===== src/rtl/pio_arb_pkg.sv =====
// Shared definitions for the PIO write arbiter: op codes, PIO
// register addresses, FSM state type and the op-to-address map.
package pio_arb_pkg;

    localparam logic [1:0] OP_WRITE = 2'b00;
    localparam logic [1:0] OP_SET   = 2'b01;
    localparam logic [1:0] OP_CLR   = 2'b10;
    localparam logic [1:0] OP_RSVD  = 2'b11;

    localparam logic [2:0] PIO_ADDR_DATA = 3'd0;
    localparam logic [2:0] PIO_ADDR_SET  = 3'd4;
    localparam logic [2:0] PIO_ADDR_CLR  = 3'd5;

    typedef enum logic {
        IDLE,
        WRITE
    } state_t;

    function automatic logic [2:0] op_addr(input logic [1:0] op);
        logic [2:0] a;
        a = PIO_ADDR_DATA;
        unique case (op)
            OP_SET:  a = PIO_ADDR_SET;
            OP_CLR:  a = PIO_ADDR_CLR;
            default: a = PIO_ADDR_DATA;
        endcase
        return a;
    endfunction

endpackage


===== src/rtl/pio_write_arbiter_rr.sv =====
// Combinational round-robin picker: first set bit of valid at or above ptr, wrapping.
// Ports: valid (requests), ptr (search start) -> grant (one-hot), idx, any.
module rr_arbiter #(
    parameter int N  = 4,
    parameter int IW = $clog2(N)
) (
    input  logic [N-1:0]  valid,
    input  logic [IW-1:0] ptr,
    output logic [N-1:0]  grant,
    output logic [IW-1:0] idx,
    output logic          any
);

    int            k;
    logic [IW-1:0] kk;

    always_comb begin
        grant = '0;
        idx   = '0;
        any   = 1'b0;
        k     = 0;
        kk    = '0;
        for (int i = 0; i < N; i++) begin
            k = int'(ptr) + i;
            if (k >= N) k = k - N;
            kk = IW'(k);
            if (!any && valid[kk]) begin
                any       = 1'b1;
                grant[kk] = 1'b1;
                idx       = kk;
            end
        end
    end

endmodule


===== src/rtl/pio_write_arbiter.sv =====
// Avalon-MM write master sharing one PIO (data/set/clear map) among
// NUM_REQ requesters, round-robin, one single-cycle write per grant.
// Ports: clk, reset_n; req_valid/req_op/req_data in, req_ready out;
// avm_address/chipselect/write_n/writedata; shadow, grant_id, busy, err_pulse.
module pio_write_arbiter
    import pio_arb_pkg::*;
#(
    parameter  int NUM_REQ = 4,
    parameter  int DATA_W  = 16,
    localparam int IW      = $clog2(NUM_REQ)
) (
    input  logic                      clk,
    input  logic                      reset_n,
    input  logic [NUM_REQ-1:0]        req_valid,
    input  logic [2*NUM_REQ-1:0]      req_op,
    input  logic [DATA_W*NUM_REQ-1:0] req_data,
    output logic [NUM_REQ-1:0]        req_ready,
    output logic [2:0]                avm_address,
    output logic                      avm_chipselect,
    output logic                      avm_write_n,
    output logic [31:0]               avm_writedata,
    output logic [DATA_W-1:0]         shadow,
    output logic [IW-1:0]             grant_id,
    output logic                      busy,
    output logic                      err_pulse
);

    state_t              state, state_nx;
    logic [IW-1:0]       ptr;
    logic [IW-1:0]       win_idx;
    logic [NUM_REQ-1:0]  win_grant;
    logic                win_any;
    logic [1:0]          win_op;
    logic [DATA_W-1:0]   win_data;
    logic                accept;
    logic [1:0]          op_q;
    logic [DATA_W-1:0]   data_q;

    rr_arbiter #(
        .N  (NUM_REQ),
        .IW (IW)
    ) u_rr (
        .valid (req_valid),
        .ptr   (ptr),
        .grant (win_grant),
        .idx   (win_idx),
        .any   (win_any)
    );

    always_comb begin
        win_op   = OP_WRITE;
        win_data = '0;
        for (int i = 0; i < NUM_REQ; i++) begin
            if (win_idx == IW'(i)) begin
                win_op   = req_op[2*i +: 2];
                win_data = req_data[DATA_W*i +: DATA_W];
            end
        end
    end

    // Reserved ops are accepted but never reach the bus.
    always_comb begin
        state_nx  = state;
        req_ready = '0;
        accept    = 1'b0;
        unique case (state)
            IDLE: begin
                if (win_any) begin
                    req_ready = win_grant;
                    accept    = 1'b1;
                    if (win_op != OP_RSVD) state_nx = WRITE;
                end
            end
            WRITE:   state_nx = IDLE;
            default: state_nx = IDLE;
        endcase
    end

    assign busy = (state == WRITE);

    always_ff @(posedge clk or negedge reset_n) begin
        if (!reset_n) begin
            state          <= IDLE;
            ptr            <= '0;
            grant_id       <= '0;
            op_q           <= OP_WRITE;
            data_q         <= '0;
            avm_chipselect <= 1'b0;
            avm_write_n    <= 1'b1;
            avm_address    <= '0;
            avm_writedata  <= '0;
            shadow         <= '0;
            err_pulse      <= 1'b0;
        end else begin
            state          <= state_nx;
            err_pulse      <= accept && (win_op == OP_RSVD);
            avm_chipselect <= 1'b0;
            avm_write_n    <= 1'b1;
            if (accept) begin
                ptr      <= (win_idx == IW'(NUM_REQ-1)) ? '0 : win_idx + 1'b1;
                grant_id <= win_idx;
                op_q     <= win_op;
                data_q   <= win_data;
                if (win_op != OP_RSVD) begin
                    avm_chipselect <= 1'b1;
                    avm_write_n    <= 1'b0;
                    avm_address    <= op_addr(win_op);
                    avm_writedata  <= 32'(win_data);
                end
            end
            // Mirror the slave's own register update on the strobe edge.
            if (state == WRITE) begin
                unique case (op_q)
                    OP_WRITE: shadow <= data_q;
                    OP_SET:   shadow <= shadow | data_q;
                    OP_CLR:   shadow <= shadow & ~data_q;
                    default:  shadow <= shadow;
                endcase
            end
        end
    end

endmodule

===== config.mk =====
export PLATFORM = sky130hd
export DESIGN_NAME = pio_write_arbiter
export DESIGN_NICKNAME = d
export VERILOG_FILES = /design/src/rtl/pio_arb_pkg.sv /design/src/rtl/pio_write_arbiter_rr.sv /design/src/rtl/pio_write_arbiter.sv
export SDC_FILE = /design/constraint.sdc
export NUM_CORES = 1
export LEC_CHECK = 0
export CELL_PAD_IN_SITES_DETAIL_PLACEMENT = 1
export CELL_PAD_IN_SITES_GLOBAL_PLACEMENT = 1
export CORE_MARGIN = 2
export CORE_UTILIZATION = 32
export CTS_CLUSTER_SIZE = 12
export DETAILED_ROUTE_END_ITERATION = 10
export PLACE_DENSITY = 0.84
export SLEW_MARGIN = 10
export SYNTH_ARGS = -nofsm -noshare
export SYNTH_HDL_FRONTEND = slang
export SYNTH_SLANG_ARGS = --single-unit

===== constraint.sdc =====
create_clock -name clk -period 4.6 [get_ports clk]
set_input_delay 0.46 -clock clk [delete_from_list [all_inputs] [get_ports clk]]
set_output_delay 0.46 -clock clk [all_outputs]
set_load 0.02 [all_outputs]

# ---- Word level (Yosys, flattened, before mapping)
# Cells that the tools add are included.
dict set report word_totals {
  register_bits 61
  latchBits 0
  ramBits 0
  rom_bits 0
  in_bits 78
  output_inout_bits 61
  word_cells 116
  memories 0
}
dict set report classes {
  n_addsub 8
  multipliers 0
  div_mod_pow 0
  order_cmp 12
  eq_ne 9
  shift 0
  n_mux 53
  bitwise 7
  reduce_logical 16
}
# op n
set op_table {}
lappend op_table {{$mux 16} 4}
lappend op_table {{$pmux 16 s3} 1}
lappend op_table {{$mux 2} 13}
lappend op_table {{$mux 4} 6}
lappend op_table {{$mux 1} 19}
lappend op_table {{$and 16x16->16} 1}
lappend op_table {{$not 16->16} 1}
lappend op_table {{$or 16x16->16} 1}
lappend op_table {{$lt 2x3->1 const B} 4}
lappend op_table {{$or 4x4->4} 3}
lappend op_table {{$eq 2x2->1 const B} 5}
lappend op_table {{$ge 3x3->1 const B} 3}
lappend op_table {{$bmux 1 s2} 4}
lappend op_table {{$demux 1 s2} 4}
lappend op_table {{$ge 2x1->1 const B} 4}
lappend op_table {{$logic_and 1x1->1} 8}
lappend op_table {{$sub 2x1->2 const B} 4}
lappend op_table {{$add 2x2->3 const B} 2}
lappend op_table {{$eq 2x1->1 const B} 3}
lappend op_table {{$pmux 3 s2} 1}
lappend op_table {{$logic_not 2->1} 2}
lappend op_table {{$reduce_and 2->1} 2}
lappend op_table {{$add 2x1->3 const B} 1}
lappend op_table {{$ge 2x3->1 const B} 1}
lappend op_table {{other kinds (6)} 8}

# ---- Longest topological paths before layout
# Gate-level depths: netlist (run 1).
dict set report logic_depth {
  ltp_word 23
  depth_mapped 20
}

# ---- Cells and area by module
# From an unflattened synthesis (run 1), not the netlist that was laid out.
dict set report unflattened {
  cells_unflattened 409
  hier_area_um2 3751.1
}
# module instances cells_per_inst area_each_um2 seq_area_each_um2
set modules_own_cells {}
lappend modules_own_cells {pio_write_arbiter 1 364 3331.9 1502.7}
lappend modules_own_cells {rr_arbiter 1 45 419.2 0.0}

# ---- Worst setup path after synthesis (run 1)
# No wires, ideal clock.
dict set report synth_path {
  kind {register to register}
  startpoint {register ptr[0]}
  endpoint {register avm_address[0]}
  setup_ns 0.128
  t_arrival_ns 4.087
  required_ns 4.472
  slack_ns 0.386
  path_stages_with_launch 18
  period_less_slack_ns 4.214
  path_cell_list {dfrtp_1 > buf_6 > inv_1 > ha_1 > mux4_2 > nor2b_2 > a221oi_1 > a211o_1 > ha_1 > clkbuf_1 > a221oi_1 > nor3_1 > a21oi_1 > inv_1 > ha_1 > or3_1 > buf_4 > mux2_1}
}
dict set report synth_between {
  elab_chain_cells 21
  elab_cells_between_ends 52
  cone_classes {add/sub (7); order compare (4); eq/ne (6); mux (27); reduce/logical (8)}
}
# element line
set synth_rtl {}
lappend synth_rtl {{start, declared} pio_write_arbiter.sv:29} ;# logic [IW-1:0] ptr;
lappend synth_rtl {{start signal, assigned} pio_write_arbiter.sv:100} ;# ptr <= (win_idx == IW'(NUM_REQ-1)) ? '0 : win_idx + 1'b1;
lappend synth_rtl {{parallel branches: the longest is 13 deep, another holds $add 2x1->3} -}
lappend synth_rtl {{$mux 2 (*)} pio_write_arbiter_rr.sv:27} ;# if (!any && valid[kk]) begin
lappend synth_rtl {{$logic_not 2->1} pio_write_arbiter.sv:54} ;# if (win_idx == IW'(i)) begin
lappend synth_rtl {{$mux 2 (3 in a row)} pio_write_arbiter.sv:54}
lappend synth_rtl {{$mux 2 (*)} pio_write_arbiter.sv:54}
lappend synth_rtl {{named net win_op[0]} pio_write_arbiter.sv:33} ;# logic [1:0] win_op;
lappend synth_rtl {{$eq 2x2->1, or another cell as far along} pio_arb_pkg.sv:22} ;# unique case (op)
lappend synth_rtl {{$pmux 3 s2 / $reduce_and 2->1 (equally long branches)} -}
lappend synth_rtl {{end signal, assigned} pio_write_arbiter.sv:107} ;# avm_address <= op_addr(win_op);
lappend synth_rtl {{end, declared} pio_write_arbiter.sv:18} ;# output logic [2:0] avm_address,
# Mark *: on every way through the listed nets, which the timed path passes. The select of a mux whose other input is x is not followed.
# A chain may end at the register's enable or synchronous reset.

# ---- Worst setup path after layout (run 1)
dict set report layout_path {
  startpoint {register ptr[0]}
  endpoint {register avm_writedata[11]}
}
dict set report layout_between {
  elab_chain_cells 21
  elab_cells_between_ends 53
  cone_classes {add/sub (7); order compare (4); eq/ne (4); mux (30); reduce/logical (8)}
}
# element line
set layout_rtl {}
lappend layout_rtl {{parallel branches: the longest is 13 deep, another holds $add 2x1->3} -}
lappend layout_rtl {{$mux 2 (*)} pio_write_arbiter_rr.sv:27}
lappend layout_rtl {{$logic_not 2->1} pio_write_arbiter.sv:54}
lappend layout_rtl {{$mux 2 (3 in a row)} pio_write_arbiter.sv:54}
lappend layout_rtl {{$mux 2 (*)} pio_write_arbiter.sv:54}
lappend layout_rtl {{named net win_op[1]} pio_write_arbiter.sv:33}
lappend layout_rtl {{$ne 2x2->1 (*)} pio_write_arbiter.sv:104} ;# if (win_op != OP_RSVD) begin
lappend layout_rtl {{$reduce_and 2->1 (no line) (*)} -}
lappend layout_rtl {{end signal, assigned} pio_write_arbiter.sv:108} ;# avm_writedata <= 32'(win_data);
lappend layout_rtl {{end, declared} pio_write_arbiter.sv:21} ;# output logic [31:0] avm_writedata,
# Marked as above.

==> impl_metrics.ini, run 1 <==
[drt]
wl_um = 11400
first_iter_violations = 138
wl_per_cell_um = 17.4
vias_per_cell = 5.14
vias = 3381
remaining_drc_errors = 0
ant_nets = 0
dr.pass1.iters = 4

[cts]
clock_path_buffers = 2
cts_tree = built
cts-hold-fix-buffers = 0
htreeDepth = 3
clock_latency_ns = 0.32
cts_sinks = 60
cts_root_buffer = clkbuf_16
post_cts_buffers = 0
clk_pin_slew_worst_paths_ns = 0.05
cts_made_buffers = 9
cts_resized = 0

[synthesis]
synth_cell_type_count = 36
synth_edf_count = 0
yosys_warnings = 0
synth_area_leaders = dfrtp_1, a21oi_1, nor2b_1
synth.most_common_cell = dfrtp_1
yosys.area.top_type_share_pct = 40.5
synth_flop_cell = dfrtp_1
postSynthAreaPerCell_um2 = 9.04
syn_inst = 403
synthTopCellsByCount = dfrtp_1, a21oi_1, nand2_1, nor2b_1, o21ai_1
synth-seq-cells = 60
yosysSeqAreaShare_pct = 41.2
netlist_area_um2 = 3640
async_flop_share_pct = 100
synth_area_leader_cell = dfrtp_1

[die]
die_area_um2 = 12300
initial_utilization_pct = 33.2
dieHeight_um = 111
row_count = 38
ios = 139
core-area_um2 = 11000
die_x_um = 111

[sta]
fin_crit_sh_pct = 92.5
maxSlewHeadroom_pct = 19.1
finalSetupTns_ns = 0
tightest_slew_ns = 1.21
timing.fmax_ghz = 0.235
maxSlewViolCount = 0
period_needed_ns = 4.26
rsz0062_at_grt = no
setup_viol = 0
finalHoldViolCount = 0
skew_ns = 0.00323

[setup_path]
criticalPathCategory = reg -> reg
slowest_delay_ns = 0.51
crit_chain = inv_1 -> ha_1 -> mux4_2 -> or2_2 -> a31oi_1 -> a211o_1 -> ha_1 -> buf_4 -> nand3b_1 -> a21oi_1 -> a21oi_1 -> o21ai_0 -> ha_1 -> or3_1 -> buf_4 -> nand2_1 -> o21ai_0
setup.worst_path.end_class = flip-flop
start_kind = flip-flop
crit_path_frequent_cell = ha_1
cp_max_fo = 27
required_ns = 4.80
crit_arrival_ns = 4.45
cp_slowest_cell = or3_1

[grt]
antenna_found_initial = 0
gr-total-overflow = 0
grt.total_usage_pct = 18.9
grt_first_pass_wirelength_um = 18600
grt_max_degree = 61
grt_pass1_vias = 3667

[power_and_ir_drop]
powerDensity_nw_per_um2 = 971
ir_drop_mv = 0.396
p_leak_nw = 2.18
total_power_w = 0.00502

[placed_design]
place_inst = 642
portBuffers = 121
gp_congestion = 0.790
dpl_cell_area_um2 = 4870
dp_hpwl_um = 8890

[finish]
nNetsFinal = 608
multi_input_area_um2 = 1860
drive_above_1_share_pct = 8.11
final-seq-area_um2 = 1500
finalNonFillerCells = 658
fillCellCount = 1281
fin_util_pct = 47.1
diodes = 0
finalInstanceArea_um2 = 5170
syn2layout_area_growth_pct = 42.0

[flow_run]
cap_violations = 0

[run_status]
outcome = finished, final reports clean

[worst_hold_path]
min_path_type = in -> async
[report_power, final]
part           internal (W)  switching [W]  total [W]
Sequential         0.000812       0.000200    0.00101
Combinational       0.00136        0.00198    0.00334
Clock              0.000446       0.000226   0.000672
[logic make-up after synthesis]
logic type | Yosys count | share of synthesized area [%]
AOI/OAI and AO/OA | 135 | 21.7
adders and majority gates | 17 | 5.84
buffers and inverters | 60 | 9.37
DFF | 60 | 41.2
muxes | 16 | 5.98
other | 1 | 0.103
and+or+nand+nor | 114 | 15.8
[cell type report]
class / instances / share of cell area (%)
Clock buffer: 12 / 4.96
Clock inverter: 4 / 0.919
Inverter: 11 / 0.798
Multi-Input combinational cell: 299 / 36.0
Sequential cell: 60 / 29.0
Tap cell: 140 / 3.39
Timing Repair Buffer: 132 / 24.9
[cell usage in the layout (no fill, tap or decap), types with 9 or more instances in the layout]
cell             count
nor3_1              18
o22ai_1             15
dfrtp_1             59
clkdlybuf4s50_1    120
o21ai_0             15
ha_1                17
a221oi_1            18
o21ai_1             23
conb_1              17
buf_4               11
nor2b_1             35
inv_1               10
nand2_1             44
a21oi_1             56
clkbuf_16            9
[worst paths after layout]
| check | start | to | slack (ns) | depth (start not counted) |
|---|---|---|---|---|
| setup reg to reg | ptr[0] | avm_writedata[11] | 0.34 | 17 |
| min in group clk | avm_writedata[7] | avm_writedata[7] | 0.50 | 2 |
| max in group asynchronous | reset_n | shadow[15] | 3.80 | 2 |
| setup / recovery | ptr[0] | avm_writedata[11] | 0.34 | 17 |
| hold / removal | reset_n | shadow[1] | 0.28 | 2 |
| hold reg to reg | avm_writedata[7] | avm_writedata[7] | 0.50 | 2 |
[registers in the layout (all words and copies together) (netlist names)]
register and cells:
grant_id 2, avm_writedata 16, avm_chipselect 1, shadow 16
avm_address 2, ptr 2, busy 1, data_q 16
avm_write_n 1, err_pulse 1, op_q 2
[metrics by stage]
stage               hold slack, ns  worst slack (ns)
global placement             0.478             0.302
finish                       0.283             0.344
CTS                          0.316             0.326
global route                 0.345           0.00443
detailed placement           0.483            0.0564
floorplan                    0.164             0.386
[layer usage]
metal / GRT usage, % / wire [um] / share of wire, % / up-vias
met5: 0 / 0 / 0 / -
met4: 7.58 / 311 / 2.7 / 0
met3: 4.54 / 664 / 5.8 / 19
met2: 31.5 / 5500 / 48 / 130
met1: 23.6 / 4950 / 43 / 1618
li1: - / - / - / 1614
[worst max-delay path: cells and delay by family (launching register included)]
kind | cells | cell delay, ns
AO/OA/AOI/OAI | 6 | 0.79
adder cells (fa/ha/maj) | 3 | 0.90
buffers and inverters | 3 | 0.62
flip-flops | 1 | 0.36
multiplexers | 1 | 0.37
AND/OR/NAND/NOR | 4 | 1.06
Note: power is estimated with default switching activity, not from simulation.
==> run 2: changes to the inputs <==
--- a/config.mk
+++ b/config.mk
@@ -7,10 +7,11 @@
 export LEC_CHECK = 0
 export CELL_PAD_IN_SITES_DETAIL_PLACEMENT = 1
 export CELL_PAD_IN_SITES_GLOBAL_PLACEMENT = 1
-export CORE_MARGIN = 2
+export CORE_MARGIN = 4
 export CORE_UTILIZATION = 32
 export CTS_CLUSTER_SIZE = 12
 export DETAILED_ROUTE_END_ITERATION = 10
+export GPL_ROUTABILITY_DRIVEN = 1
 export PLACE_DENSITY = 0.84
 export SLEW_MARGIN = 10
 export SYNTH_ARGS = -nofsm -noshare
==> run 2 against run 1 <==
Effect of this change: critical path depth fell by 1; clock skew increased by 0.0061 ns; worst hold slack gained 0.017 ns; global-route usage decreased by 1.2 points; utilization shrank 0.21 points; combinational power hardly changed; highest routed layer unchanged; critical path type unchanged.
==> impl_metrics.ini, run 2 (synthesis results as in run 1) <==
[run_status]
outcome = finished, final reports clean

[drt]
remaining_drc_errors = 0
first_iter_violations = 143
dr.pass1.iters = 5
wl_um = 11500
wl_per_cell_um = 17.4
ant_nets = 0
vias = 3370
vias_per_cell = 5.13

[cts]
clock_path_buffers = 2
post_cts_buffers = 0
clk_pin_slew_worst_paths_ns = 0.05
cts_made_buffers = 9
htreeDepth = 3
cts_tree = built
cts_root_buffer = clkbuf_16
clock_latency_ns = 0.32
cts_sinks = 60
cts-hold-fix-buffers = 0
cts_resized = 0

[sta]
timing.fmax_ghz = 0.233
setup_viol = 0
maxSlewViolCount = 0
fin_crit_sh_pct = 93.3
finalSetupTns_ns = 0
maxSlewHeadroom_pct = 49.5
skew_ns = 0.00934
period_needed_ns = 4.29
tightest_slew_ns = 0.757
rsz0062_at_grt = no
finalHoldViolCount = 0

[die]
ios = 139
die_area_um2 = 13200
dieHeight_um = 115
die_x_um = 115
initial_utilization_pct = 33.2
core-area_um2 = 11000
row_count = 38

[placed_design]
portBuffers = 121
gp_congestion = 0.829
place_inst = 641
dp_hpwl_um = 8700

[finish]
final_common_cell = clkdlybuf4s50_1
diodes = 0
syn2layout_area_growth_pct = 41.4
drive_above_1_share_pct = 7.74
finalNonFillerCells = 657
fillCellCount = 1273
largestRegisters = avm_writedata: 16 flops, data_q: 16 flops, shadow: 16 flops
layout_common_cells = clkdlybuf4s50_1, dfrtp_1, a21oi_1
nNetsFinal = 607

[grt]
grt_first_pass_wirelength_um = 18400
grt.total_usage_pct = 17.7
antenna_found_initial = 0
grt_pass1_vias = 3542
grt_max_degree = 61
gr-total-overflow = 0

[power_and_ir_drop]
netSwitchingPower_w = 0.00239
pwr-share-seq_pct = 20.4
p_leak_nw = 2.17
swShare_pct = 48.3
p_int_w = 0.00256
powerDensity_nw_per_um2 = 961
combPwrFrac_pct = 67.0
ir_drop_mv = 0.494
clkPwrFrac_pct = 12.6
total_power_w = 0.00495

[setup_path]
crit_arrival_ns = 4.52
r2r_end = avm_writedata[0]
required_ns = 4.82
slowest_delay_ns = 0.45
start_kind = flip-flop
cp_max_fo = 35
setup.worst_path.end_class = flip-flop
cp_slowest_cell = mux4_2
crit_buf_inv = 3
rrSetupSlack_ns = 0.31
rr_worst_depth = 16
crit_path_frequent_cell = ha_1
crit_cells = 16
crit_chain = inv_1 -> ha_1 -> mux4_2 -> or2_2 -> a31oi_1 -> a211o_1 -> ha_1 -> buf_4 -> nand3b_1 -> a21oi_1 -> a21oi_1 -> o21ai_0 -> ha_1 -> or3_1 -> buf_4 -> o21ai_0
r2r_start = ptr[1]
criticalPathCategory = reg -> reg
cpLargestDelayFamily = compound AO/OA/AOI/OAI gates
cp-endpoint = avm_writedata[0]
startpoint = ptr[1]

[flow_run]
cap_violations = 0

[worst_hold_path]
min_path_type = in -> async
run 2: cell types whose count changed in the layout (fill, tap and decap cells not counted), sizes merged:
cell and delta:
clkbuf +2, buf -1, bufinv -1, clkinvlp -1
run 2: how the worst min path moves through the flow:
stage,end,slack [ns],depth (start not counted)
after floorplan,avm_address[0],0.16,0
after global placement,avm_writedata[11],0.47,2
after detailed placement,avm_writedata[8],0.48,2
after CTS,avm_writedata[2],0.32,2
after global routing,err_pulse,0.37,2
final,shadow[12],0.30,2
run 2: through the flow:
stage	setup WS (ns)	hold WS, ns	cell area [um2]	util [%]
floorplan	0.386	0.164	3700	-
global placement	0.329	0.475	4860	44.3
detailed placement	0.0671	0.476	4860	44.3
CTS	0.296	0.323	5150	46.9
global route	0.0389	0.374	5150	46.9
finish	0.307	0.300	5150	46.9
run 2: worst reg2reg max path: stages, from the launching register on:
cell	delay, ns
dfrtp_1	0.36
inv_1	0.11
ha_1	0.43
mux4_2	0.46
or2_2	0.35
a31oi_1	0.17
a211o_1	0.22
ha_1	0.23
buf_4	0.24
nand3b_1	0.14
a21oi_1	0.07
a21oi_1	0.14
o21ai_0	0.14
ha_1	0.23
or3_1	0.41
buf_4	0.26
o21ai_0	0.25
run 2: area by class of cell:
class                   count  area [um2]  area share, %
clock inverters             2        10.0          0.194
inverters                  11        41.3          0.802
clock buffers              14         274           5.32
repair buffers            131        1280           24.9
well taps                 140         175           3.40
multi-input cells         299        1870           36.2
flip-flops and latches     60        1500           29.2
run 2: power groups by stage:
| stage | logic (W) | clock network [W] | registers [W] |
|---|---|---|---|
| 2_1_floorplan | 0.00213 | 0 | 0.00115 |
| 3_3_place_gp | 0.00316 | 0 | 0.000997 |
| 3_5_place_dp | 0.00330 | 0 | 0.00101 |
| 4_1_cts | 0.00333 | 0.000642 | 0.00101 |
| 5_1_grt | 0.00368 | 0.000663 | 0.00104 |
| 6_report | 0.00332 | 0.000625 | 0.00101 |
run 2: metal layers:
metal / vias up / GRT usage, % / wire length (um)
li1: 1619 / - / -
met1: 1620 / 24.2 / 5160
met2: 123 / 28.2 / 5390
met3: 8 / 4.39 / 811
met4: 0 / 4.54 / 100
met5: - / 0 / 0
